**src/rtl/spi_bus_arbiter_if.sv**
```systemverilog
// Requester-side and spi_master-side signal bundle for spi_bus_arbiter.
// Requests are level signals held until that port's done pulse; done/err are one-cycle pulses.
interface spi_bus_arbiter_if #(
    parameter int ADDR_W = 16,
    parameter int NB_W   = 3
);
    logic [1:0]             req_rd;
    logic [1:0]             req_wr;
    logic [1:0][ADDR_W-1:0] req_addr;
    logic [1:0][NB_W-1:0]   req_nb;
    logic [1:0][7:0]        req_wdata;
    logic [1:0]             gnt;
    logic [1:0]             done;
    logic [1:0]             err;
    logic [1:0]             byte_done_o;
    logic [7:0]             rdata;
    logic                   m_start_read;
    logic                   m_start_write;
    logic [ADDR_W-1:0]      m_addr;
    logic [NB_W-1:0]        m_nb;
    logic [7:0]             m_wdata;
    logic [7:0]             m_read_data;
    logic                   m_busy;
    logic                   m_byte_done;
    logic                   m_xfer_done;

    modport slave (
        input  req_rd, req_wr, req_addr, req_nb, req_wdata,
        input  m_read_data, m_busy, m_byte_done, m_xfer_done,
        output gnt, done, err, byte_done_o, rdata,
        output m_start_read, m_start_write, m_addr, m_nb, m_wdata
    );

    modport master (
        output req_rd, req_wr, req_addr, req_nb, req_wdata,
        output m_read_data, m_busy, m_byte_done, m_xfer_done,
        input  gnt, done, err, byte_done_o, rdata,
        input  m_start_read, m_start_write, m_addr, m_nb, m_wdata
    );
endinterface

```
**src/rtl/spi_bus_arbiter.sv**
```systemverilog
// Two-port arbiter sharing one spi_master: grant, start pulse, byte/done routing, release.
// Define SPI_ARB_FIXED_PRIO_EN to make port 0 win every contest instead of round-robin.
module spi_bus_arbiter #(
    parameter int ADDR_W = 16,
    parameter int NB_W   = 3
) (
    input  logic                clk,
    input  logic                rst,
    spi_bus_arbiter_if.slave    bus,
    output logic [1:0]          o_dbg_state
);
    typedef enum logic [1:0] {
        S_IDLE    = 2'd0,
        S_ISSUE   = 2'd1,
        S_WAIT    = 2'd2,
        S_RELEASE = 2'd3
    } state_t;

    state_t            r_state;
    state_t            w_state_next;
    logic [1:0]        r_gnt;
    logic              r_cur;
    logic              r_last;
    logic              r_op_wr;
    logic [ADDR_W-1:0] r_addr;
    logic [NB_W-1:0]   r_nb;
    logic [NB_W-1:0]   r_byte_cnt;
    logic [1:0]        r_done;
    logic [1:0]        r_err;

    logic [1:0]        w_act;
    logic              w_win;
    logic [1:0]        w_win_oh;
    logic              w_launch;
    logic              w_zero;
    logic [NB_W-1:0]   w_cnt_next;

    assign w_act = bus.req_rd | bus.req_wr;

    always_comb begin
        w_win = ~w_act[0];
`ifndef SPI_ARB_FIXED_PRIO_EN
        if (&w_act) begin
            w_win = ~r_last;
        end
`endif
    end

    assign w_win_oh   = w_win ? 2'b10 : 2'b01;
    assign w_launch   = (r_state == S_IDLE) && (|w_act) && !bus.m_busy;
    assign w_zero     = (bus.req_nb[w_win] == '0);
    // A byte arriving together with transfer_done is counted before the compare.
    assign w_cnt_next = r_byte_cnt + {{(NB_W-1){1'b0}}, bus.m_byte_done};

    always_comb begin
        w_state_next = r_state;
        case (r_state)
            S_IDLE:    if (w_launch) w_state_next = w_zero ? S_RELEASE : S_ISSUE;
            S_ISSUE:   w_state_next = S_WAIT;
            S_WAIT:    if (bus.m_xfer_done) w_state_next = S_RELEASE;
            S_RELEASE: w_state_next = S_IDLE;
            default:   w_state_next = S_IDLE;
        endcase
    end

    always_ff @(posedge clk or posedge rst) begin
        if (rst) r_state <= S_IDLE;
        else     r_state <= w_state_next;
    end

    always_ff @(posedge clk or posedge rst) begin
        if (rst) begin
            r_gnt      <= '0;
            r_cur      <= 1'b0;
            r_last     <= 1'b1;
            r_op_wr    <= 1'b0;
            r_addr     <= '0;
            r_nb       <= '0;
            r_byte_cnt <= '0;
            r_done     <= '0;
            r_err      <= '0;
        end else begin
            r_done <= '0;
            r_err  <= '0;
            case (r_state)
                S_IDLE: begin
                    if (w_launch) begin
                        r_cur   <= w_win;
                        // Writeback goes before refill when a port asks for both.
                        r_op_wr <= bus.req_wr[w_win];
                        if (w_zero) begin
                            r_done <= w_win_oh;
                        end else begin
                            r_gnt  <= w_win_oh;
                            r_addr <= bus.req_addr[w_win];
                            r_nb   <= bus.req_nb[w_win];
                        end
                    end
                end
                S_ISSUE: r_byte_cnt <= '0;
                S_WAIT: begin
                    r_byte_cnt <= w_cnt_next;
                    if (bus.m_xfer_done) begin
                        r_done <= r_gnt;
                        r_err  <= (w_cnt_next != r_nb) ? r_gnt : 2'b00;
                        r_gnt  <= '0;
                    end
                end
                S_RELEASE: r_last <= r_cur;
                default: ;
            endcase
        end
    end

    assign bus.gnt           = r_gnt;
    assign bus.done          = r_done;
    assign bus.err           = r_err;
    assign bus.byte_done_o   = (r_state == S_WAIT) ? (r_gnt & {2{bus.m_byte_done}}) : 2'b00;
    assign bus.rdata         = bus.m_read_data;
    assign bus.m_start_read  = (r_state == S_ISSUE) && !r_op_wr;
    assign bus.m_start_write = (r_state == S_ISSUE) && r_op_wr;
    assign bus.m_addr        = r_addr;
    assign bus.m_nb          = r_nb;
    assign bus.m_wdata       = r_gnt[1] ? bus.req_wdata[1] : (r_gnt[0] ? bus.req_wdata[0] : 8'h00);
    assign o_dbg_state       = r_state;
endmodule

```
**src/flat_wrapper.sv**
```systemverilog
// flat-port wrapper written by rule: the top's interface ports become plain ports
module spi_bus_arbiter_flat 
#(
    parameter int ADDR_W = 16,
    parameter int NB_W   = 3
)
  (clk, rst, o_dbg_state, bus_req_rd, bus_req_wr, bus_req_addr, bus_req_nb, bus_req_wdata, bus_m_read_data, bus_m_busy, bus_m_byte_done, bus_m_xfer_done, bus_gnt, bus_done, bus_err, bus_byte_done_o, bus_rdata, bus_m_start_read, bus_m_start_write, bus_m_addr, bus_m_nb, bus_m_wdata);
  spi_bus_arbiter_if #(.ADDR_W(ADDR_W), .NB_W(NB_W)) bus_i ();
  input  logic clk;
  input  logic rst;
  output logic [1:0] o_dbg_state;
  input wire logic [$bits(bus_i.req_rd)-1:0] bus_req_rd;
  input wire logic [$bits(bus_i.req_wr)-1:0] bus_req_wr;
  input wire logic [$bits(bus_i.req_addr)-1:0] bus_req_addr;
  input wire logic [$bits(bus_i.req_nb)-1:0] bus_req_nb;
  input wire logic [$bits(bus_i.req_wdata)-1:0] bus_req_wdata;
  input wire logic [$bits(bus_i.m_read_data)-1:0] bus_m_read_data;
  input wire logic [$bits(bus_i.m_busy)-1:0] bus_m_busy;
  input wire logic [$bits(bus_i.m_byte_done)-1:0] bus_m_byte_done;
  input wire logic [$bits(bus_i.m_xfer_done)-1:0] bus_m_xfer_done;
  output wire logic [$bits(bus_i.gnt)-1:0] bus_gnt;
  output wire logic [$bits(bus_i.done)-1:0] bus_done;
  output wire logic [$bits(bus_i.err)-1:0] bus_err;
  output wire logic [$bits(bus_i.byte_done_o)-1:0] bus_byte_done_o;
  output wire logic [$bits(bus_i.rdata)-1:0] bus_rdata;
  output wire logic [$bits(bus_i.m_start_read)-1:0] bus_m_start_read;
  output wire logic [$bits(bus_i.m_start_write)-1:0] bus_m_start_write;
  output wire logic [$bits(bus_i.m_addr)-1:0] bus_m_addr;
  output wire logic [$bits(bus_i.m_nb)-1:0] bus_m_nb;
  output wire logic [$bits(bus_i.m_wdata)-1:0] bus_m_wdata;
  assign bus_i.req_rd = bus_req_rd;
  assign bus_i.req_wr = bus_req_wr;
  assign bus_i.req_addr = bus_req_addr;
  assign bus_i.req_nb = bus_req_nb;
  assign bus_i.req_wdata = bus_req_wdata;
  assign bus_i.m_read_data = bus_m_read_data;
  assign bus_i.m_busy = bus_m_busy;
  assign bus_i.m_byte_done = bus_m_byte_done;
  assign bus_i.m_xfer_done = bus_m_xfer_done;
  assign bus_gnt = bus_i.gnt;
  assign bus_done = bus_i.done;
  assign bus_err = bus_i.err;
  assign bus_byte_done_o = bus_i.byte_done_o;
  assign bus_rdata = bus_i.rdata;
  assign bus_m_start_read = bus_i.m_start_read;
  assign bus_m_start_write = bus_i.m_start_write;
  assign bus_m_addr = bus_i.m_addr;
  assign bus_m_nb = bus_i.m_nb;
  assign bus_m_wdata = bus_i.m_wdata;
  spi_bus_arbiter #(.ADDR_W(ADDR_W), .NB_W(NB_W)) u_core (.clk(clk), .rst(rst), .bus(bus_i), .o_dbg_state(o_dbg_state));
endmodule
```
**config.mk**
```make
export PLATFORM = sky130hd
export DESIGN_NAME = spi_bus_arbiter_flat
export DESIGN_NICKNAME = d
export VERILOG_FILES = /design/src/rtl/spi_bus_arbiter_if.sv /design/src/rtl/spi_bus_arbiter.sv /design/src/flat_wrapper.sv
export SDC_FILE = /design/constraint.sdc
export NUM_CORES = 1
export LEC_CHECK = 0
export CORE_UTILIZATION = 30
export DETAILED_ROUTE_END_ITERATION = 8
export PLACE_DENSITY_LB_ADDON = 0.12
export SETUP_SLACK_MARGIN = 0.15
export SLEW_MARGIN = 30
export SYNTH_ARGS = -nofsm -noshare
export SYNTH_HDL_FRONTEND = slang
export SYNTH_SLANG_ARGS = --single-unit
```
**constraint.sdc**
```tcl
create_clock -name clk -period 3.5 [get_ports clk]
set_clock_uncertainty 0.2 [all_clocks]
set_input_delay 0.7 -clock clk [delete_from_list [all_inputs] [get_ports clk]]
set_output_delay 0.7 -clock clk [all_outputs]
set_load 0.005 [all_outputs]
```
==> impl_results.md <==
- Status: finished with violations
- Failing checks: DRC
- Grt ovf: 0
- Cells after synthesis: 220
- Worst EP required: 2.60 ns
- CP Launch Type: flop
- Worst Hold Class: flop to flop
- Largest net degree at the start of global routing: 34
- Initial core utilization: a little under a third
- Synthesized net count: 298
- HPWL after DPL: between 4 and 5 mm
- Critical path type: flop to primary output
- Slew Viols, Final: 0
- Layer carrying the most global-route usage: met2
- Die X: roughly 85 µm
- Pwr Total: 2090 µW
- GR Util met2: between 20 and 30%
- N_diodes: 0
- Routed Antenna Nets: 0
- Tmin final: 2.79 ns
- Slew HR: 55.2%
- Crit path DAT: 1.89 ns
- I/O Pins: 118
- Max-cap violations: 0
- Die ar.: 7150 µm²
- Initial drt markers: 78
- Seq/Total Area, Yosys: just over 40%
- TritonCTS Buffers: 5
- DRC viols: 9
- Core Box Area: 6460 µm²
- PortBufs: 101
- H-tree depth: 2
- DRT Pass-1 Iters: 6
- CP endpoint kind: primary output
- All-layer global routing usage: roughly 18%
- Post-CTS Setup Bufs: 0
- Synthesized area: a little over 2000 µm²
- Leak Pwr: between 0.001 and 0.0015 µW
- Most frequent cells in the layout: 101 x clkdlybuf4s50_1, 32 x dfrtp_1, 27 x o21ai_0, 26 x nor2_1, 16 x nor4_1
- CTS resizes: 0
- Max VDD drop: approximately 0.23 mV
- Setup Viol. Count Final: 0
- CTS hold repair buffers: 0
- Die height: 84.6 µm
- Area Overhead vs Synth: 54.5%
- Share of layout cells above drive strength 1: 8.33%
- GP Congestion: 0.814
- Period utilisation layout: 79.6%
- Site Rows: 29
- Clk sinks: 33
- First-pass GRT wire length: 9.93 mm
- Wirelength per Cell: 15.6 µm
- CP max FO: 14
- Met1 Usage GRT: 22.3%
- Most common library cell in the layout ignoring fill and taps: clkdlybuf4s50_1
- Number of distinct library cells after synthesis: 44
- Clock latency on the worst-skew pair: ~0.29 ns
- Register bit total from synthesis: 33
- Root cell of the clock tree: clkbuf_8
- Post-synth EDFFs: 0
- Syn avg cell area: 9.29 µm²
- Yosys warns: 0
- Max Freq: 359 MHz
- CTS Buffer Depth: 2
- CTS clk-pin slew, worst paths: about 0.070 ns
- CTS tree: yes
- Nets@finish: a little under 400
- Pwr Density: 662 nW/µm²
- Initial antenna violation count: 0
- Primary FF master, synth: dfrtp_1
- Total Wirelength: just over 6 mm
- RSZ-0062 raised after global routing: no
- Asr flop ratio synth: 100%
- Fin Setup TNS: 0 ns
- Met3 GRT Util: approximately 4.5%
- Final hold viol count: 0
- Number of global-route vias before repair: 2019
- Via count: 2023
- Via-per-instance ratio: 5.20
- Slew @ Worst Pin: 0.672 ns
==> sequential cells by signal, indices dropped and copies added, names as in the netlist <==
signal,flops
u_core.bus.m_nb,3
u_core.r_op_wr,1
u_core.bus.err,2
u_core.o_dbg_state,2
u_core.bus.gnt,2
u_core.bus.m_addr,16
u_core.bus.done,2
u_core.r_cur,1
u_core.r_last,1
u_core.r_byte_cnt,3
==> worst max-delay path, stage by stage (launching register included) <==
cell and delay (ns):
dfrtp_1 0.52, nor2_1 0.40, a22o_1 0.19, clkdlybuf4s50_1 0.50
==> synthesized netlist by cell type, types with 2 or more instances <==
| master | count | area share (%) |
|---|---|---|
| o21ai_0 | 27 | 6.6 |
| xor2_1 | 2 | 0.86 |
| or3_1 | 2 | 0.61 |
| o2bb2ai_1 | 3 | 1.3 |
| inv_1 | 10 | 1.8 |
| and2_1 | 2 | 0.61 |
| o221a_1 | 10 | 5.5 |
| clkbuf_1 | 10 | 1.8 |
| a22o_1 | 7 | 3.0 |
| nor2_1 | 26 | 4.8 |
| dfrtp_1 | 32 | 39 |
| nand2_1 | 8 | 1.5 |
| buf_6 | 4 | 2.2 |
| buf_4 | 8 | 2.9 |
| nor3_1 | 3 | 0.73 |
| and3_1 | 2 | 0.61 |
| nor4_1 | 17 | 5.2 |
| ha_1 | 7 | 4.3 |
| mux2i_1 | 3 | 1.5 |
| o221a_2 | 6 | 3.3 |
| a31oi_1 | 2 | 0.61 |
| nand3_1 | 6 | 1.5 |
| xnor2_1 | 2 | 0.86 |
==> through the flow <==
step / setup slack, ns / area [µm²] / utilization [%] / hold slack, ns / std cells
2_1_floorplan: 1.05 / 2040 / - / 0.259 / 220
3_3_place_gp: 0.520 / 3070 / 47.5 / 0.277 / 382
3_5_place_dp: 0.499 / 3070 / 47.5 / 0.291 / 382
6_report: 0.714 / 3160 / 48.9 / 0.303 / 389
4_1_cts: 0.661 / 3160 / 48.9 / 0.307 / 389
5_1_grt: 0.534 / 3160 / 48.9 / 0.331 / 389
==> power breakdown <==
group	total [µW]	switching, µW	internal [µW]
clock	300	145	155
combinational	1090	425	660
sequential	706	157	549
total	2090	726	1360
==> layer usage <==
layer,up-vias,wire length (µm)
li1,997,-
met4,0,123
met1,928,2640
met5,-,0
met3,13,508
met2,85,2790
==> final cells by class <==
class / instances / area (µm²)
Multi-Input combinational cell: 154 / 1040
Tap cell: 77 / 96.3
Timing Repair Buffer: 108 / 1060
Clock inverter: 1 / 7.51
Inverter: 10 / 37.5
Clock buffer: 6 / 82.6
Fill cell: 645 / 3300
Sequential cell: 33 / 827
==> path summary, 6_finish.rpt <==
check	cells past startpoint	from	slack, ns	endpoint
hold reg to reg	1	u_core.r_cur$_DFFE_PP0P_	0.30	u_core.r_cur$_DFFE_PP0P_
setup / recovery	3	u_core.bus.gnt[1]$_DFFE_PP0P_	0.71	bus_m_wdata[4]
setup reg to reg	6	u_core.o_dbg_state[0]$_DFFE_PP0P_	0.92	u_core.bus.m_addr[6]$_DFFE_PP0P_
hold / removal	1	u_core.r_cur$_DFFE_PP0P_	0.30	u_core.r_cur$_DFFE_PP0P_
max in group asynchronous	3	rst	2.16	u_core.r_last$_DFFE_PP1N_
min in group asynchronous	3	rst	0.60	u_core.bus.m_addr[4]$_DFFE_PP0P_
==> logic make-up after synthesis <==
logic type | Yosys count | synth area share (%)
compound gates | 66 | 24.7
xor+xnor | 4 | 1.71
fa+ha+maj | 7 | 4.28
buf+inv | 33 | 9.06
flops | 33 | 40.5
mux | 4 | 2.02
simple gates | 73 | 17.7
No activity file was read; power rests on OpenSTA's default activity.
